[config.mk]
export PLATFORM = sky130hd
export DESIGN_NAME = pipe4_datapath_flat
export DESIGN_NICKNAME = d
export VERILOG_FILES = /design/src/rtl/pipe4_if.sv /design/src/rtl/pipe4_datapath.sv /design/src/flat_wrapper.sv
export SDC_FILE = /design/constraint.sdc
export NUM_CORES = 1
export LEC_CHECK = 0
export CAP_MARGIN = 30
export CORE_ASPECT_RATIO = 0.5
export CORE_MARGIN = 2
export CORE_UTILIZATION = 52
export DETAILED_ROUTE_END_ITERATION = 10
export PLACE_DENSITY = 0.68
export SKIP_LAST_GASP = 1
export SYNTH_ARGS = -nofsm -noshare
export SYNTH_HDL_FRONTEND = slang
export SYNTH_SLANG_ARGS = --single-unit
[constraint.sdc]
create_clock -name clk -period 8.61 [get_ports clk]
set_input_delay 1.722 -clock clk [delete_from_list [all_inputs] [get_ports clk]]
set_output_delay 1.722 -clock clk [all_outputs]
set_load 0.005 [all_outputs]
[src/rtl/pipe4_if.sv]
// Bus bundle for pipe4_datapath: instruction fetch, data memory and
// writeback/status observation.
interface pipe4_if #(
  parameter int DSIZE   = 16,
  parameter int PCSIZE  = 16,
  parameter int CNTSIZE = 16
);
  logic [PCSIZE-1:0]  imem_addr;
  logic [15:0]        imem_data;
  logic [DSIZE-1:0]   dmem_addr;
  logic [DSIZE-1:0]   dmem_wdata;
  logic               dmem_wen;
  logic [DSIZE-1:0]   dmem_rdata;
  logic               halted;
  logic               wb_valid;
  logic [3:0]         wb_addr;
  logic [DSIZE-1:0]   wb_data;
  logic [CNTSIZE-1:0] retired;

  modport master (
    output imem_addr, input imem_data,
    output dmem_addr, output dmem_wdata, output dmem_wen, input dmem_rdata,
    output halted, output wb_valid, output wb_addr, output wb_data, output retired
  );

  modport slave (
    input imem_addr, output imem_data,
    input dmem_addr, input dmem_wdata, input dmem_wen, output dmem_rdata,
    input halted, input wb_valid, input wb_addr, input wb_data, input retired
  );
endinterface

[src/rtl/pipe4_datapath.sv]
// Four-stage (IF/ID/EX/WB) 16-bit-ISA datapath with either WB->EX forwarding
// or interlock stalling, EX-resolved branches and a terminal HALT state.
module pipe4_datapath #(
  parameter int DSIZE   = 16,
  parameter int PCSIZE  = 16,
  parameter bit FWD_EN  = 1'b1,
  parameter int CNTSIZE = 16
) (
  input  logic    clk,
  input  logic    rst,
  pipe4_if.master bus
);

  typedef enum logic [3:0] {
    OP_ADD  = 4'h0, OP_SUB  = 4'h1, OP_AND  = 4'h2, OP_OR   = 4'h3,
    OP_XOR  = 4'h4, OP_SLL  = 4'h5, OP_SRL  = 4'h6, OP_ADDI = 4'h7,
    OP_LW   = 4'h8, OP_SW   = 4'h9, OP_BEQ  = 4'hA, OP_NOPB = 4'hB,
    OP_NOPC = 4'hC, OP_NOPD = 4'hD, OP_NOPE = 4'hE, OP_HALT = 4'hF
  } opcode_t;

  typedef struct packed {
    logic              valid;
    logic [PCSIZE-1:0] pc;
    logic [15:0]       instr;
  } if_id_t;

  typedef struct packed {
    logic              valid;
    opcode_t           op;
    logic [3:0]        rd;
    logic [3:0]        rs;
    logic [3:0]        rt;
    logic [DSIZE-1:0]  rd_val;
    logic [DSIZE-1:0]  rs_val;
    logic [DSIZE-1:0]  rt_val;
    logic [DSIZE-1:0]  imm;
    logic [PCSIZE-1:0] pc;
  } id_ex_t;

  typedef struct packed {
    logic             valid;
    logic             we;
    logic [3:0]       rd;
    logic [DSIZE-1:0] data;
  } ex_wb_t;

  logic [PCSIZE-1:0]  pc;
  if_id_t             if_id;
  id_ex_t             id_ex;
  ex_wb_t             ex_wb;
  logic               halted;
  logic [CNTSIZE-1:0] retired;
  logic [DSIZE-1:0]   regs [16];

  // Writeback: r0 is hard-wired, so a write to it is not a real write.
  logic wb_we;
  assign wb_we = ex_wb.valid && ex_wb.we && (ex_wb.rd != 4'd0);

  // Decode and register read, with same-cycle bypass from WB.
  opcode_t          id_op;
  logic [3:0]       id_rd, id_rs, id_rt;
  logic [DSIZE-1:0] id_rd_val, id_rs_val, id_rt_val, id_imm;

  assign id_op  = opcode_t'(if_id.instr[15:12]);
  assign id_rd  = if_id.instr[11:8];
  assign id_rs  = if_id.instr[7:4];
  assign id_rt  = if_id.instr[3:0];
  assign id_imm = {{(DSIZE-4){if_id.instr[3]}}, if_id.instr[3:0]};

  assign id_rd_val = (id_rd == 4'd0) ? '0 : (wb_we && ex_wb.rd == id_rd) ? ex_wb.data : regs[id_rd];
  assign id_rs_val = (id_rs == 4'd0) ? '0 : (wb_we && ex_wb.rd == id_rs) ? ex_wb.data : regs[id_rs];
  assign id_rt_val = (id_rt == 4'd0) ? '0 : (wb_we && ex_wb.rd == id_rt) ? ex_wb.data : regs[id_rt];

  // Interlock: only EX can hold an unwritten result; WB is covered by the bypass.
  logic ex_writes, uses_rs, uses_rt, uses_rd, stall;
  assign ex_writes = id_ex.valid && (id_ex.op <= OP_LW) && (id_ex.rd != 4'd0);
  assign uses_rs   = (id_op <= OP_BEQ);
  assign uses_rt   = (id_op <= OP_XOR);
  assign uses_rd   = (id_op == OP_SW) || (id_op == OP_BEQ);
  assign stall     = !FWD_EN && if_id.valid && ex_writes &&
                     ((uses_rs && id_ex.rd == id_rs) ||
                      (uses_rt && id_ex.rd == id_rt) ||
                      (uses_rd && id_ex.rd == id_rd));

  // Execute, with WB->EX forwarding on every operand.
  logic [DSIZE-1:0]  ex_a, ex_b, ex_d, ex_result;
  logic              halt_ex, br_taken;
  logic [PCSIZE-1:0] br_target;

  assign ex_a = (FWD_EN && wb_we && ex_wb.rd == id_ex.rs) ? ex_wb.data : id_ex.rs_val;
  assign ex_b = (FWD_EN && wb_we && ex_wb.rd == id_ex.rt) ? ex_wb.data : id_ex.rt_val;
  assign ex_d = (FWD_EN && wb_we && ex_wb.rd == id_ex.rd) ? ex_wb.data : id_ex.rd_val;

  assign halt_ex   = id_ex.valid && (id_ex.op == OP_HALT);
  assign br_taken  = id_ex.valid && (id_ex.op == OP_BEQ) && (ex_d == ex_a);
  assign br_target = id_ex.pc + PCSIZE'(1) + {{(PCSIZE-4){id_ex.rt[3]}}, id_ex.rt};

  // NOTE: a default assignment ahead of the case keeps this block free of latches.
  always_comb begin
    ex_result = '0;
    case (id_ex.op)
      OP_ADD:  ex_result = ex_a + ex_b;
      OP_SUB:  ex_result = ex_a - ex_b;
      OP_AND:  ex_result = ex_a & ex_b;
      OP_OR:   ex_result = ex_a | ex_b;
      OP_XOR:  ex_result = ex_a ^ ex_b;
      OP_SLL:  ex_result = ex_a << id_ex.rt;
      OP_SRL:  ex_result = ex_a >> id_ex.rt;
      OP_ADDI: ex_result = ex_a + id_ex.imm;
      OP_LW:   ex_result = bus.dmem_rdata;
      default: ex_result = '0;
    endcase
  end

  // NOTE: state registers use non-blocking assignments so every stage samples
  // the pre-edge value of the stage ahead of it.
  always_ff @(posedge clk or negedge rst) begin
    if (!rst) begin
      pc <= '0;
    end else if (halted || halt_ex) begin
      pc <= pc;
    end else if (br_taken) begin
      pc <= br_target;
    end else if (!stall) begin
      pc <= pc + PCSIZE'(1);
    end
  end

  always_ff @(posedge clk or negedge rst) begin
    if (!rst) begin
      if_id <= '0;
    end else if (halted || halt_ex || br_taken) begin
      if_id.valid <= 1'b0;
    end else if (!stall) begin
      if_id.valid <= 1'b1;
      if_id.pc    <= pc;
      if_id.instr <= bus.imem_data;
    end
  end

  always_ff @(posedge clk or negedge rst) begin
    if (!rst) begin
      id_ex <= '0;
    end else if (halted || halt_ex || br_taken || stall) begin
      id_ex.valid <= 1'b0;
    end else begin
      id_ex.valid  <= if_id.valid;
      id_ex.op     <= id_op;
      id_ex.rd     <= id_rd;
      id_ex.rs     <= id_rs;
      id_ex.rt     <= id_rt;
      id_ex.rd_val <= id_rd_val;
      id_ex.rs_val <= id_rs_val;
      id_ex.rt_val <= id_rt_val;
      id_ex.imm    <= id_imm;
      id_ex.pc     <= if_id.pc;
    end
  end

  always_ff @(posedge clk or negedge rst) begin
    if (!rst) begin
      ex_wb   <= '0;
      halted  <= 1'b0;
      retired <= '0;
    end else begin
      ex_wb.valid <= id_ex.valid;
      ex_wb.we    <= (id_ex.op <= OP_LW);
      ex_wb.rd    <= id_ex.rd;
      ex_wb.data  <= ex_result;
      if (halt_ex) halted <= 1'b1;
      if (ex_wb.valid) retired <= retired + CNTSIZE'(1);
    end
  end

  // NOTE: the register file is reset explicitly because software may rely on
  // every register reading 0 after reset, not only r0.
  always_ff @(posedge clk or negedge rst) begin
    if (!rst) begin
      for (int i = 0; i < 16; i++) regs[i] <= '0;
    end else if (wb_we) begin
      regs[ex_wb.rd] <= ex_wb.data;
    end
  end

  assign bus.imem_addr  = pc;
  assign bus.dmem_addr  = ex_a + id_ex.imm;
  assign bus.dmem_wdata = ex_d;
  assign bus.dmem_wen   = id_ex.valid && (id_ex.op == OP_SW) && !halted;
  assign bus.halted     = halted;
  assign bus.wb_valid   = wb_we;
  assign bus.wb_addr    = ex_wb.rd;
  assign bus.wb_data    = ex_wb.data;
  assign bus.retired    = retired;

endmodule

[src/flat_wrapper.sv]
// flat-port wrapper written by rule: the top's interface ports become plain ports
module pipe4_datapath_flat 
#(
  parameter int DSIZE   = 16,
  parameter int PCSIZE  = 16,
  parameter bit FWD_EN  = 1'b1,
  parameter int CNTSIZE = 16
)
  (clk, rst, bus_imem_addr, bus_imem_data, bus_dmem_addr, bus_dmem_wdata, bus_dmem_wen, bus_dmem_rdata, bus_halted, bus_wb_valid, bus_wb_addr, bus_wb_data, bus_retired);
  pipe4_if #(.DSIZE(DSIZE), .PCSIZE(PCSIZE), .CNTSIZE(CNTSIZE)) bus_i ();
  input  logic clk;
  input  logic rst;
  output wire logic [$bits(bus_i.imem_addr)-1:0] bus_imem_addr;
  input wire logic [$bits(bus_i.imem_data)-1:0] bus_imem_data;
  output wire logic [$bits(bus_i.dmem_addr)-1:0] bus_dmem_addr;
  output wire logic [$bits(bus_i.dmem_wdata)-1:0] bus_dmem_wdata;
  output wire logic [$bits(bus_i.dmem_wen)-1:0] bus_dmem_wen;
  input wire logic [$bits(bus_i.dmem_rdata)-1:0] bus_dmem_rdata;
  output wire logic [$bits(bus_i.halted)-1:0] bus_halted;
  output wire logic [$bits(bus_i.wb_valid)-1:0] bus_wb_valid;
  output wire logic [$bits(bus_i.wb_addr)-1:0] bus_wb_addr;
  output wire logic [$bits(bus_i.wb_data)-1:0] bus_wb_data;
  output wire logic [$bits(bus_i.retired)-1:0] bus_retired;
  assign bus_imem_addr = bus_i.imem_addr;
  assign bus_i.imem_data = bus_imem_data;
  assign bus_dmem_addr = bus_i.dmem_addr;
  assign bus_dmem_wdata = bus_i.dmem_wdata;
  assign bus_dmem_wen = bus_i.dmem_wen;
  assign bus_i.dmem_rdata = bus_dmem_rdata;
  assign bus_halted = bus_i.halted;
  assign bus_wb_valid = bus_i.wb_valid;
  assign bus_wb_addr = bus_i.wb_addr;
  assign bus_wb_data = bus_i.wb_data;
  assign bus_retired = bus_i.retired;
  pipe4_datapath #(.DSIZE(DSIZE), .PCSIZE(PCSIZE), .FWD_EN(FWD_EN), .CNTSIZE(CNTSIZE)) u_core (.clk(clk), .rst(rst), .bus(bus_i));
endmodule
# Word-level counts from Yosys, hierarchy flattened

Index checks and enable logic that the tools add are counted.

Bits in read-only memories: 0
RAM bits: 0
Input bits: 34
Bits in registers: 429
Word-level logic and storage cells: 123
Output and inout port bits: 87
Memories kept: 0
Latch bits: 0

Multiply operators: 0
Shift-type cells: 2
Reduce and logical (&&, ||, !) cells: 22
Magnitude comparators: 6
Eq/ne operators: 18
Div/mod/pow operators: 0
Muxes and demuxes: 25
Bitwise logic cells: 7
$add $sub $neg: 7

Operators with widths:

| cell                    | count |
|---|---|
| $mux W16                | 17 |
| $bwmux W256             | 1 |
| $bmux W16 S4            | 3 |
| $pmux W16 S9            | 1 |
| $demux W16 S4           | 1 |
| $add A16 B1 Y16 const B | 3 |
| $add A16 B16 Y16        | 3 |
| $eq A4 B4 Y1            | 6 |
| $ge A5 B5 Y1 const B    | 4 |
| $not A4 Y5              | 4 |
| $and A16 B16 Y16        | 1 |
| $eq A16 B16 Y1          | 1 |
| $eq A4 B3 Y1 const B    | 4 |
| $eq A4 B4 Y1 const B    | 4 |
| $logic_not A4 Y1        | 4 |
| $or A16 B16 Y16         | 1 |
| $shl A16 B4 Y16         | 1 |
| $shr A16 B4 Y16         | 1 |
| $sub A16 B16 Y16        | 1 |
| $xor A16 B16 Y16        | 1 |
| $logic_and A1 B1 Y1     | 14 |
| $eq A4 B2 Y1 const B    | 2 |
| $lt A5 B1 Y1 const B    | 1 |
| $eq A4 B1 Y1 const B    | 1 |
| other kinds (5)         | 7 |

# Logic depth before layout (Yosys ltp)

Depth after elaboration: 8
Depth in mapped cells: 22
Gate-level depth less buffers: 18

# Least setup slack after synthesis

OpenSTA, ideal clock, no wires.

Kind: reg-to-output
Start point: register u_core.ex_wb, in the netlist u_core.bus.wb_addr[2]
End point: output port bus_dmem_addr[14]
Data required time: 6888 ps
Cell stages (with the launch flop): 22
Path buffers: 3
Slack: 3098 ps
Arrival time: 3790 ps
Cells stage by stage: dfrtp_1 -> buf_2 -> or4_1 -> nand3_2 -> inv_2 -> buf_6 -> clkbuf_1 -> nand3_1 -> and2_0 -> inv_1 -> ha_1 -> inv_1 -> fa_1 -> nor2b_1 -> o21ai_0 -> a21boi_0 -> o21ai_0 -> nand2b_1 -> a21o_1 -> a211o_1 -> a21oi_1 -> xnor2_1

Longest elaborated chain between the ends: 5
Elaborated cells on any way between the ends: 6
Classes of those cells: 1 x add/sub; 1 x eq/ne; 1 x mux; 3 x reduce/logical

RTL lines:

| item                | line                  | text |
|---|---|---|
| start, declared     | pipe4_datapath.sv:50  | `ex_wb_t ex_wb;` |
| $reduce_bool A4 Y1  | pipe4_datapath.sv:57  | `assign wb_we = ex_wb.valid && ex_wb.we && (ex_wb.rd != 4'd0);` |
| $logic_and A1 B1 Y1 | pipe4_datapath.sv:57  |  |
| via bus_wb_valid    | flat_wrapper.sv:20    | `output wire logic [$bits(bus_i.wb_valid)-1:0] bus_wb_valid;` |
| $logic_and A1 B1 Y1 | pipe4_datapath.sv:90  | `assign ex_a = (FWD_EN && wb_we && ex_wb.rd == id_ex.rs) ? ex_wb.data : id_ex.rs_val;` |
| $mux W16            | pipe4_datapath.sv:90  |  |
| $add A16 B16 Y16    | pipe4_datapath.sv:186 | `assign bus.dmem_addr = ex_a + id_ex.imm;` |
| end, declared       | flat_wrapper.sv:15    | `output wire logic [$bits(bus_i.dmem_addr)-1:0] bus_dmem_addr;` |

The timed path passes the listed nets, and every way through them passes these cells.

# Worst setup path after layout

Start point: register u_core.ex_wb, in the netlist u_core.bus.wb_addr[3]
End point: output port bus_dmem_addr[14]

Longest elaborated chain between the ends: 5
Elaborated cells on any way between the ends: 6
Classes of those cells: 1 x add/sub; 1 x eq/ne; 1 x mux; 3 x reduce/logical

RTL lines:

| item                  | line |
|---|---|
| $reduce_bool A4 Y1    | pipe4_datapath.sv:57 |
| $logic_and A1 B1 Y1   | pipe4_datapath.sv:57 |
| $logic_and A1 B1 Y1 * | pipe4_datapath.sv:90 |
| $mux W16 *            | pipe4_datapath.sv:90 |
| $add A16 B16 Y16 *    | pipe4_datapath.sv:186 |

Mark *: on every way between the ends. The rest lies on a longest branch, timed or not.

==> results_dict.tcl <==
set metrics [dict create \
    vias 21100 \
    cts_tree "done" \
    r2r_end "u_core.bus.wb_data[11]" \
    hold_path.class "reg -> reg" \
    grt-ovfl-total 0 \
    place_inst 3028 \
    whs_ns 0.415 \
    drt_first_pass_iters 6 \
    hold_start "u_core.regs[250]" \
    syn_area_per_cell_sq_um 12.3 \
    rrSetupSlack_ns 2.83 \
    startpoint_type "flip-flop" \
    tightest_slew_ns 1.03 \
    holdPathEnd "u_core.regs[250]" \
    fillers 4398 \
    hold_depth 0 \
    cts-root-buf "clkbuf_16" \
    final-max-slew-violation-count 0 \
    synth-main-ff-cell "dfrtp_1" \
    nets 2435 \
    core-area_sq_um 55300 \
    num_antenna_cells 0 \
    postSynthCellCount 2347 \
    cts.sinks 425 \
    path_cells "xnor2_1 > and4_1 > nand2_1 > mux2i_1 > inv_1 > ha_1 > a21o_1 > a21o_1 > a21oi_1 > o21ai_0 > a211o_1 > a21oi_1 > xnor2_1 > clkdlybuf4s50_1" \
    worstPathArrival_ns 5.76 \
    synth_warnings 0 \
    drt-initial-drc-count 2566 \
    synth_edf_count 0 \
    synth_cell_types 78 \
    r2r-start "u_core.bus.wb_addr[3]" \
    drive_gt1_frac 0.316 \
    start_util 0.524 \
    grt_start_max_net_pins 165 \
    ys_async_sr_fraction 1.00 \
    irDropWorstVdd_mv 0.276 \
    skew_ns 0.0335 \
    relSlewSlack 0.291 \
    grt_pass1_wl_um 132000 \
    status "finished, final reports clean" \
    period_share 0.869 \
    yosysSeqAreaShare 0.367 \
    clockBufferDepth 3 \
    wirelength_um 86600 \
    area_growth_pct 10.9 \
    path_class "reg -> out" \
    post-route-util 0.581 \
    stdcell_count 3107 \
    final_cell_mix "418 x dfrtp_1, 267 x mux4_2, 257 x mux2_2, 119 x clkdlybuf4s50_1, 116 x o21ai_0" \
    power_density_nw_per_um2 428 \
    cp_data_required_time_ns 6.89 \
    layout_setup_ws_ns 1.13 \
    htree_levels 2 \
    rsz0062_at_grt "no" \
    grt_busiest_layer "met2" \
    use_met3 0.0765 \
    post-place-ws_ns 1.89 \
    dieHeight_um 171 \
    cts-resized-gates 0 \
    setup_tns_ns 0 \
    io_buffers 120 \
    die_x_um 338 \
    max_freq_ghz 0.134 \
    max_cap_viol_count 0 \
    wire_per_inst_um 27.9 \
    ant_nets 0 \
    antenna_found_initial 2 \
    synth_fp_nets 2463 \
    p_leak_nw 14.1 \
    synth_area_sq_um 28900 \
    crit_path_top_delay_cell "mux2i_1" \
    setup_viol 0 \
    insertion_delay_ns 0.58 \
    drc 0 \
    slowest_delay_ns 0.75 \
    grt.met1_usage 0.434 \
    path_clk_slew_ns 0.07 \
    grt_use_total 0.305 \
    die_area_sq_um 57700 \
    cts_made_buffers 42 \
    postCtsSetupBuffers 0 \
    reg2reg_depth 19 \
    pin_count 121 \
    met2_usage 0.462 \
    viasPerCell 6.78 \
    crit_fanout 15 \
    final_hold_viol_count 0 \
    layout_commonest_cell "dfrtp_1" \
    cp-end-kind "output port" \
    ys_ff_latch 425 \
    min_period_ns 7.48 \
    grt_pass1_vias 20500 \
    hold_buffers 0 \
    num_rows 61 \
    gp_congestion 0.964 \
    hpwl_um 56900 \
    multi_input_comb_area_sq_um 17100 \
    ff_latch_area_sq_um 10700 \
]
==> final cells by class <==
| class | instances | area share |
|---|---|---|
| timing repair buffer | 179 | 0.0557 |
| clock buffer | 67 | 0.0404 |
| clock inverter | 9 | 0.00355 |
| sequential | 425 | 0.332 |
| tap | 756 | 0.0295 |
| inverter | 61 | 0.00713 |
| multi-input combinational | 1610 | 0.532 |
==> kinds of logic (layout without fill, tap and decap cells) <==
kind of cell,count (synthesis),in the layout,share of synthesized area
compound gates,395,395,0.0934
simple gates,384,384,0.0690
flops,425,425,0.367
xor+xnor,99,99,0.0300
fa+ha+maj,82,82,0.0362
buf+inv,312,316,0.0457
mux,650,650,0.358
==> cell usage after synthesis (7+ instances only) <==
cell / count / share of area
and2_1: 19 / 0.0041
or2_2: 13 / 0.0028
a31oi_1: 8 / 0.0017
nand4_1: 11 / 0.0024
nand2b_1: 13 / 0.0028
and3_1: 20 / 0.0043
mux2_2: 257 / 0.10
nor4_1: 18 / 0.0039
a221oi_1: 13 / 0.0039
nor2_1: 70 / 0.0091
or3_1: 12 / 0.0026
clkbuf_1: 185 / 0.024
mux2i_1: 86 / 0.030
xnor2_1: 61 / 0.018
a21oi_1: 51 / 0.0088
a21boi_1: 8 / 0.0021
buf_1: 16 / 0.0021
nor2b_1: 13 / 0.0028
ha_1: 79 / 0.034
a21o_1: 12 / 0.0031
nor3_1: 34 / 0.0059
o211ai_1: 13 / 0.0034
o21a_1: 7 / 0.0018
a211oi_1: 23 / 0.0060
o211a_1: 11 / 0.0038
inv_1: 57 / 0.0074
mux4_2: 267 / 0.21
xor2_1: 38 / 0.011
a22oi_1: 24 / 0.0062
buf_4: 21 / 0.0054
buf_2: 23 / 0.0040
o41ai_1: 48 / 0.015
dfrtp_1: 425 / 0.37
nand3_1: 44 / 0.0076
mux2_4: 40 / 0.021
o21ai_0: 116 / 0.020
nand2_1: 92 / 0.012
==> worst max-delay path: cells and delay by family (launching register included) <==
kind                     cells  cell delay, ns
AO/OA/AOI/OAI                6            1.31
AND/OR/NAND/NOR              2            1.03
buffers and inverters        2            0.76
multiplexers                 1            0.75
flip-flops                   1            0.70
XOR/XNOR                     2            0.34
adder cells (fa/ha/maj)      1            0.26
==> sequential cells by signal (all words and copies together) (netlist names), 16 cells and up <==
signal                flops
u_core.id_ex             81
u_core.if_id             17
u_core.bus.retired       16
u_core.regs             256
u_core.bus.wb_data       16
u_core.bus.imem_addr     16
==> through the flow <==
step | power [mW] | area [sq um]
finish | 13.8 | 32100
global route | 14.6 | 32100
CTS | 13.6 | 32000
detailed placement | 11.7 | 30600
global placement | 11.6 | 30500
floorplan | 9.28 | 28900
==> routing by layer <==
metal | wire length, um | part of all wire | up-vias
met5 | 11 | 0.00013 | -
met4 | 2820 | 0.033 | 2
met3 | 8310 | 0.096 | 188
met2 | 38600 | 0.45 | 982
met1 | 36900 | 0.43 | 10900
li1 | - | - | 8979
==> worst max-delay path by stage <==
stage | from | to | cells after the start
2_1_floorplan | u_core.bus.wb_addr[2] | bus_dmem_addr[14] | 21
3_3_place_gp | u_core.bus.wb_addr[3] | bus_dmem_addr[14] | 18
3_5_place_dp | u_core.bus.wb_addr[1] | bus_dmem_addr[14] | 18
4_1_cts | u_core.bus.wb_addr[3] | bus_dmem_addr[14] | 18
5_1_grt | u_core.bus.wb_addr[2] | bus_dmem_addr[14] | 18
6_report | u_core.bus.wb_addr[3] | bus_dmem_addr[14] | 14
==> power breakdown <==
group	internal, mW	switching, mW
clock	1.07	0.829
sequential	2.76	1.02
combinational	3.91	4.16
total	7.74	6.01
No activity file was read; power rests on OpenSTA's default activity.
